===== src/rtl/rt_timer_scan.sv =====
`default_nettype none
// ============================================================================
// Module   : rt_timer_scan
// Brief    : Per-flow retransmit timer. Keeps an armed bit and a deadline per
//            flow, advances a prescaled tick counter and scans one flow per
//            cycle, emitting a one-cycle timeout pulse on expiry.
// Revision : 1.0 - initial release
// ============================================================================
module rt_timer_scan #(
  parameter int MAX_FLOW_CNT = 64,
  parameter int FLOWID_W     = $clog2(MAX_FLOW_CNT),
  parameter int TIMER_W      = 16,
  parameter int TICK_DIV     = 256
) (
  input  logic                clk,
  input  logic                rst_n,
  input  logic                arm_val,
  input  logic [FLOWID_W-1:0] arm_flowid,
  input  logic [TIMER_W-1:0]  arm_timeout,
  input  logic                disarm_val,
  input  logic [FLOWID_W-1:0] disarm_flowid,
  input  logic                new_flow_val,
  input  logic [FLOWID_W-1:0] new_flow_flowid,
  output logic                timeout_set_bit_val,
  output logic [FLOWID_W-1:0] timeout_set_bit_flowid,
  output logic [TIMER_W-1:0]  now_tick
);

  // A single-cycle prescaler still needs a 1-bit counter that sits at zero.
  localparam int              C_DIV_W    = (TICK_DIV > 1) ? $clog2(TICK_DIV) : 1;
  localparam logic [C_DIV_W-1:0] C_DIV_LAST = C_DIV_W'(TICK_DIV - 1);

  logic [C_DIV_W-1:0]      r_div_cnt;
  logic [TIMER_W-1:0]      r_now_tick;
  logic [FLOWID_W-1:0]     r_scan_ptr;
  logic [MAX_FLOW_CNT-1:0] r_armed;
  logic [TIMER_W-1:0]      r_deadline [MAX_FLOW_CNT];
  logic                    r_to_val;
  logic [FLOWID_W-1:0]     r_to_flowid;

  logic [TIMER_W-1:0]      w_scan_deadline;
  logic [TIMER_W-1:0]      w_age;
  logic                    w_scan_touched;
  logic                    w_expire;
  logic [MAX_FLOW_CNT-1:0] w_armed_nxt;

  // Prescaler and tick counter; the tick wraps naturally at 2^TIMER_W.
  always_ff @(posedge clk or negedge rst_n) begin
    if (!rst_n) begin
      r_div_cnt  <= '0;
      r_now_tick <= '0;
    end else if (r_div_cnt == C_DIV_LAST) begin
      r_div_cnt  <= '0;
      r_now_tick <= r_now_tick + 1'b1;
    end else begin
      r_div_cnt  <= r_div_cnt + 1'b1;
    end
  end

  // Scan pointer visits one flow per cycle; MAX_FLOW_CNT is a power of two so it wraps by overflow.
  always_ff @(posedge clk or negedge rst_n) begin
    if (!rst_n) begin
      r_scan_ptr <= '0;
    end else begin
      r_scan_ptr <= r_scan_ptr + 1'b1;
    end
  end

  // Deadline store needs no reset: every read is qualified by the armed bit.
  always_ff @(posedge clk) begin
    if (arm_val) begin
      r_deadline[arm_flowid] <= r_now_tick + arm_timeout;
    end
  end

  // Wrap-safe expiry: the deadline has passed when (now - deadline) lands in the lower half of the tick range.
  always_comb begin
    w_scan_deadline = r_deadline[r_scan_ptr];
    w_age           = r_now_tick - w_scan_deadline;
    w_scan_touched  = (arm_val      && (arm_flowid      == r_scan_ptr)) ||
                      (disarm_val   && (disarm_flowid   == r_scan_ptr)) ||
                      (new_flow_val && (new_flow_flowid == r_scan_ptr));
    w_expire        = r_armed[r_scan_ptr] && !w_age[TIMER_W-1] && !w_scan_touched;
  end

  // Later assignments win, giving new_flow > disarm > arm > expiry clear for a shared flow.
  always_comb begin
    w_armed_nxt = r_armed;
    if (w_expire) begin
      w_armed_nxt[r_scan_ptr] = 1'b0;
    end
    if (arm_val) begin
      w_armed_nxt[arm_flowid] = 1'b1;
    end
    if (disarm_val) begin
      w_armed_nxt[disarm_flowid] = 1'b0;
    end
    if (new_flow_val) begin
      w_armed_nxt[new_flow_flowid] = 1'b0;
    end
  end

  // Armed bits; reset discards every pending timer.
  always_ff @(posedge clk or negedge rst_n) begin
    if (!rst_n) begin
      r_armed <= '0;
    end else begin
      r_armed <= w_armed_nxt;
    end
  end

  // Register the expiry pulse so it reaches the flag store one cycle after detection.
  always_ff @(posedge clk or negedge rst_n) begin
    if (!rst_n) begin
      r_to_val    <= 1'b0;
      r_to_flowid <= '0;
    end else begin
      r_to_val    <= w_expire;
      r_to_flowid <= w_expire ? r_scan_ptr : '0;
    end
  end

  assign timeout_set_bit_val    = r_to_val;
  assign timeout_set_bit_flowid = r_to_flowid;
  assign now_tick               = r_now_tick;

endmodule
`default_nettype wire


===== config.mk =====
export PLATFORM = sky130hd
export DESIGN_NAME = rt_timer_scan
export DESIGN_NICKNAME = d
export VERILOG_FILES = /design/src/rtl/rt_timer_scan.sv
export SDC_FILE = /design/constraint.sdc
export NUM_CORES = 1
export LEC_CHECK = 0
export CAP_MARGIN = 20
export CORE_ASPECT_RATIO = 1.25
export CORE_MARGIN = 2
export CORE_UTILIZATION = 45
export CTS_BUF_LIST = sky130_fd_sc_hd__clkbuf_16
export DETAILED_ROUTE_END_ITERATION = 12
export GPL_TIMING_DRIVEN = 1
export MAX_ROUTING_LAYER = met4
export PLACE_DENSITY = 0.72
export SETUP_SLACK_MARGIN = 0.4
export SLEW_MARGIN = 20
export SYNTH_ARGS = -nofsm -noshare
export SYNTH_HDL_FRONTEND = slang
export SYNTH_SLANG_ARGS = --single-unit

===== constraint.sdc =====
create_clock -name clk -period 6.1 [get_ports clk]
set_input_delay 0.61 -clock clk [delete_from_list [all_inputs] [get_ports clk]]
set_output_delay 0.61 -clock clk [all_outputs]
set_load 0.02 [all_outputs]

# [Yosys cells after proc, flatten, opt, wreduce, memory -nomap -nowiden]
# Memories as Yosys holds them, arrays and structs flattened.
# Index checks and enable logic that the tools add are counted.
[totals] memories=1 ff_bits=101 elab_cells=62 in_bits=39 output_inout_bits=23 ramBits=1024
[classes] bitwise_logic=7 reduce_logical=13 order_cmp=8 eq_ne=4 n_mux=18 n_addsub=5
[memory_table] memory="r_deadline" words=64 word_bits=16 rd=1 rd_clocked_by_memory_dff=0 wr=1 line="37" source="logic [TIMER_W-1:0] r_deadline [MAX_FLOW_CNT];"
[op_table] cell="64-bit two-way mux" count=4
[op_table] cell="64-bit AND" count=3
[op_table] cell="64-bit NOT" count=3
[op_table] cell="64-bit OR" count=1
[op_table] cell="6-bit by 7-bit less-than comparator with 1-bit output (second input constant)" count=4
[op_table] cell="1-bit demux with 6-bit select" count=4
[op_table] cell="6-bit by 1-bit greater-or-equal comparator with 1-bit output (second input constant)" count=4
[op_table] cell="6-bit == test" count=3
[op_table] cell="16-bit by 1-bit adder with 16-bit output (second input constant)" count=1
[op_table] cell="16-bit adder" count=1
[op_table] cell="16-bit subtractor" count=1
[op_table] cell="1-bit logical AND" count=9
[op_table] cell="8-bit by 1-bit adder with 8-bit output (second input constant)" count=1
[op_table] cell="8-bit == test (second input constant)" count=1
[op_table] cell="8-bit two-way mux" count=1
[op_table] cell="1-bit two-way mux" count=7
[op_table] cell="6-bit by 1-bit adder with 6-bit output (second input constant)" count=1
[op_table] cell="1-bit binary-select mux with 6-bit select" count=1
[op_table] cell="6-bit two-way mux" count=1
[op_table] cell="1-bit logical NOT" count=2
[op_table] cell="1-bit logical OR" count=2

# [Longest topological paths before layout]
[depth] depth_word=13 ltp_mapped=26 mapped_depth_nobuf=19

# [Least setup slack after synthesis]
# Ideal clock, no wire load.
[synth_timing] kind="input port to flip-flop" startpoint="input port arm_timeout[1]" endpoint="memory r_deadline[0][15] (data pin)" setup_time_ns=0.568 setup_slack_ns=0.861 n_path_buf=0 t_arrival_ns=4.671 t_required_ns=5.532 path_stages=10 path_cell_list="ha_1 > a21o_1 > a21o_1 > a211oi_1 > o31ai_1 > o41ai_1 > nor2_1 > a2111oi_0 > a21oi_1 > xnor2_1"
[synth_between] elab_chain_len=1
[synth_rtl] item="start, declared" line="19" source="input logic [TIMER_W-1:0] arm_timeout,"
[synth_rtl] item="16-bit adder" line="72" source="r_deadline[arm_flowid] <= r_now_tick + arm_timeout;"
[synth_rtl] item="end, declared" line="37"
# Every way passes these cells.

# [Worst setup path after layout]
[layout_timing] startpoint="register r_scan_ptr[2]" endpoint="register r_armed[34]"
[layout_between] elab_chain_len=13 elab_cells_between_ends=30 classes_between="add/sub (1); order compare (2); eq/ne (3); mux (8); bitwise (5); reduce/logical (10); memory (1)"
[layout_rtl] item="start, declared" line="35" source="logic [FLOWID_W-1:0] r_scan_ptr;"
[layout_rtl] item="start signal, assigned" line="65" source="r_scan_ptr <= r_scan_ptr + 1'b1;"
[layout_rtl] item="branches (longest 6 deep; another with memory 64 x 16 bit)"
[layout_rtl] item="64-bit two-way mux *" line="89" source="if (w_expire) begin"
[layout_rtl] item="64-bit OR (no line)"
[layout_rtl] item="64-bit two-way mux *" line="92" source="if (arm_val) begin"
[layout_rtl] item="64-bit AND (no line)"
[layout_rtl] item="64-bit two-way mux *" line="95" source="if (disarm_val) begin"
[layout_rtl] item="64-bit AND (no line)"
[layout_rtl] item="64-bit two-way mux *" line="98" source="if (new_flow_val) begin"
[layout_rtl] item="net w_armed_nxt[34]" line="45" source="logic [MAX_FLOW_CNT-1:0] w_armed_nxt;"
[layout_rtl] item="end signal, assigned" line="108" source="r_armed <= w_armed_nxt;"
[layout_rtl] item="end, declared" line="36" source="logic [MAX_FLOW_CNT-1:0] r_armed;"
# Mark *: on every way through the listed nets, which the timed path passes. The select of a mux whose other input is x is not followed.
# A chain may end at the register's enable or synchronous reset.

==> metrics.yaml <==
status: "complete, no violations"
fin_util_pct: 51.78
grt_max_degree: 65
instances_no_fill: 4302
insertion_delay_ns: 0.67
hp-class: "reg -> reg"
critPathTopFamily: "compound AO/OA/AOI/OAI gates"
cts_sinks: 1125
core.rowCount: 129
p_leak_nw: 16.54
synthArstFlopShare_pct: 8.978
synthTopCellsByArea: "edfxtp_1, dfrtp_1, a22oi_1, mux2i_1, mux4_2"
finalCriticalPeriod_ns: 5.600
slowest_delay_ns: 0.62
worstPathArrival_ns: 6.14
crit_path_cell_trace: "inv_1 -> nor2_4 -> buf_4 -> a22oi_1 -> a41oi_1 -> or4_1 -> nor4_1 -> ha_1 -> a21o_1 -> a21oi_1 -> nor2b_1 -> o21ai_0 -> o211ai_1 -> a31oi_4 -> xor2_4 -> buf_12 -> o41ai_1 -> a222oi_1"
power.density_nw_per_um2: 296.3
hold_ws_ns: 0.4768
drive_gt1_share_pct: 16.01
dp_cells: 4122
clkSlewWorstSetupHoldPaths_ns: 0.07
n_fill_cell: 7893
path_buf_inv: 3
cts-htree-levels: 3
crit_path_top_delay_cell: "or4_1"
tightest_slew_ns: 1.209
cts_tree: "done"
worstSetupStartpointType: "register"
power_w: 0.01520
cp-end-kind: "register"
finalWirelength_mm: 148.6
routed-via-count: 29230
clk_path_buf_depth: 3
ys.warnings.count: 0
syn_area_per_cell_um2: 16.30
fmax_mhz: 178.6
grt_pass1_wl_mm: 208.3
slew_headroom_pct: 19.23
overflow: 0
synthCells: 2764
ios: 62
avgRoutedWirePerCell_um: 34.53
synth_cell_types: 87
ys_seq_elements: 1125
drt_iter0_markers: 5179
slew_violations: 0
final_antenna_net_count: 0
yosysMostFrequentCell: "edfxtp_1"
syn-cell-area_um2: 45040
initial_utilization_pct: 45.45
setup.worst_path.class: "reg -> reg"
ir_drop_mv: 0.2134
fin_nets: 2986
rsz0062_at_grt: "false"
grt_pass1_vias: 27750
dpl.hpwl_mm: 92.89
drv_cap: 0
root_buffer: "clkbuf_16"
finalCritPeriodShare_pct: 91.81
synth_area_leader_cell: "edfxtp_1"
post-cts-setup-buffers: 0
finalSetupViolCount: 0
synth_top_area_share_pct: 68.27
synth.yosys.seq_area_share_pct: 73.88
die-area_um2: 102700
synth_commonest_cells: "edfxtp_1, a22oi_1, nor2_1, dfrtp_1, a221oi_1"
die_w_um: 287.0
synth_edf_count: 1024
drtPass1Iterations: 7
skew_ns: 0.03152
gp_congestion: 0.9837
core_um2: 99100
antenna_found_initial: 2
viasPerCell: 6.793
hold_viol_final: 0
synth_flop_cell: "edfxtp_1"
portBuffers: 61
path_max_fanout: 31
synth_fp_nets: 2836
drc: 0
cts_buffers: 98
required_ns: 6.64
area_growth_pct: 13.94
tns_ns: 0
track_usage_pct: 29.52
die_y_um: 357.7
## cell families after synthesis
| family | Yosys count | synth area share (%) |
|---|---|---|
| simple gates | 460 | 5.145 |
| fa+ha+maj | 33 | 0.9334 |
| buf+inv | 197 | 2.031 |
| xor+xnor | 54 | 1.100 |
| mux | 137 | 4.048 |
| flops | 1125 | 73.88 |
| compound gates | 758 | 12.86 |
## cell type report
class | count | area, um^2 | area share [%]
diodes | 1 | 2.502 | 0.004876
repair buffers | 213 | 1924 | 3.750
inverters | 34 | 127.6 | 0.2487
well taps | 1310 | 1639 | 3.194
flip-flops and latches | 1125 | 33290 | 64.87
multi-input cells | 1442 | 11260 | 21.94
clock buffers | 100 | 2502 | 4.876
clock inverters | 77 | 573.1 | 1.117
## through the flow
stage / instance area (um^2) / setup slack (ns)
2_1_floorplan: 45040 / 0.8612
3_3_place_gp: 48170 / 0.4961
3_5_place_dp: 48200 / 0.4552
4_1_cts: 51280 / 0.4237
5_1_grt: 51320 / 0.4034
6_report: 51320 / 0.4998
## flip-flops by register name (all words and copies together) (netlist names)
name,cells
now_tick,16
r_armed,64
r_deadline,1024
r_div_cnt,8
r_scan_ptr,6
timeout_set_bit_flowid,6
timeout_set_bit_val,1
## placed cells by master (no fill, tap or decap), types with 37 or more instances in the layout
master,count
edfxtp_1,1024
a22oi_1,255
buf_4,137
nor2_1,117
clkbuf_16,100
dfrtp_1,97
a221oi_1,83
mux2i_1,82
nand2_1,79
clkdlybuf4s50_1,60
a22o_1,59
inv_1,54
a21oi_1,54
o21ai_0,52
o22ai_1,40
a211oi_1,37
## path summary, 6_finish.rpt
kind	from	to	slack, ns	depth (start not counted)
max	r_scan_ptr[2]	r_armed[34]	0.50	18
min	r_div_cnt[0]	r_div_cnt[0]	0.48	1
max reg2reg	r_scan_ptr[2]	r_armed[34]	0.50	18
min reg2reg	r_div_cnt[0]	r_div_cnt[0]	0.48	1
max in group asynchronous	rst_n	r_scan_ptr[2]	4.13	3
min in group asynchronous	rst_n	r_div_cnt[2]	0.50	2
## power by group
group          internal, W  switching [W]
Clock              0.00328        0.00279
Sequential         0.00854      0.0000735
Combinational     0.000174       0.000349
## metal layers
layer  routed length [um]  track usage, %  share of wire, %
met1                51530           36.36                35
met2                68770           45.41                46
met3                17840           6.431                12
met4                10420           16.58               7.0
met5                    0               -                 0
## repair_timing
| item | 4_1_cts | 5_1_grt |
|---|---|---|
| resized for setup | 0 | 5 |
| hold buffers | 1 | 0 |
| setup endpoints to repair | 0 | 66 |
| hold endpoints to repair | 41 | 0 |
Note: power is estimated with default switching activity, not from simulation.
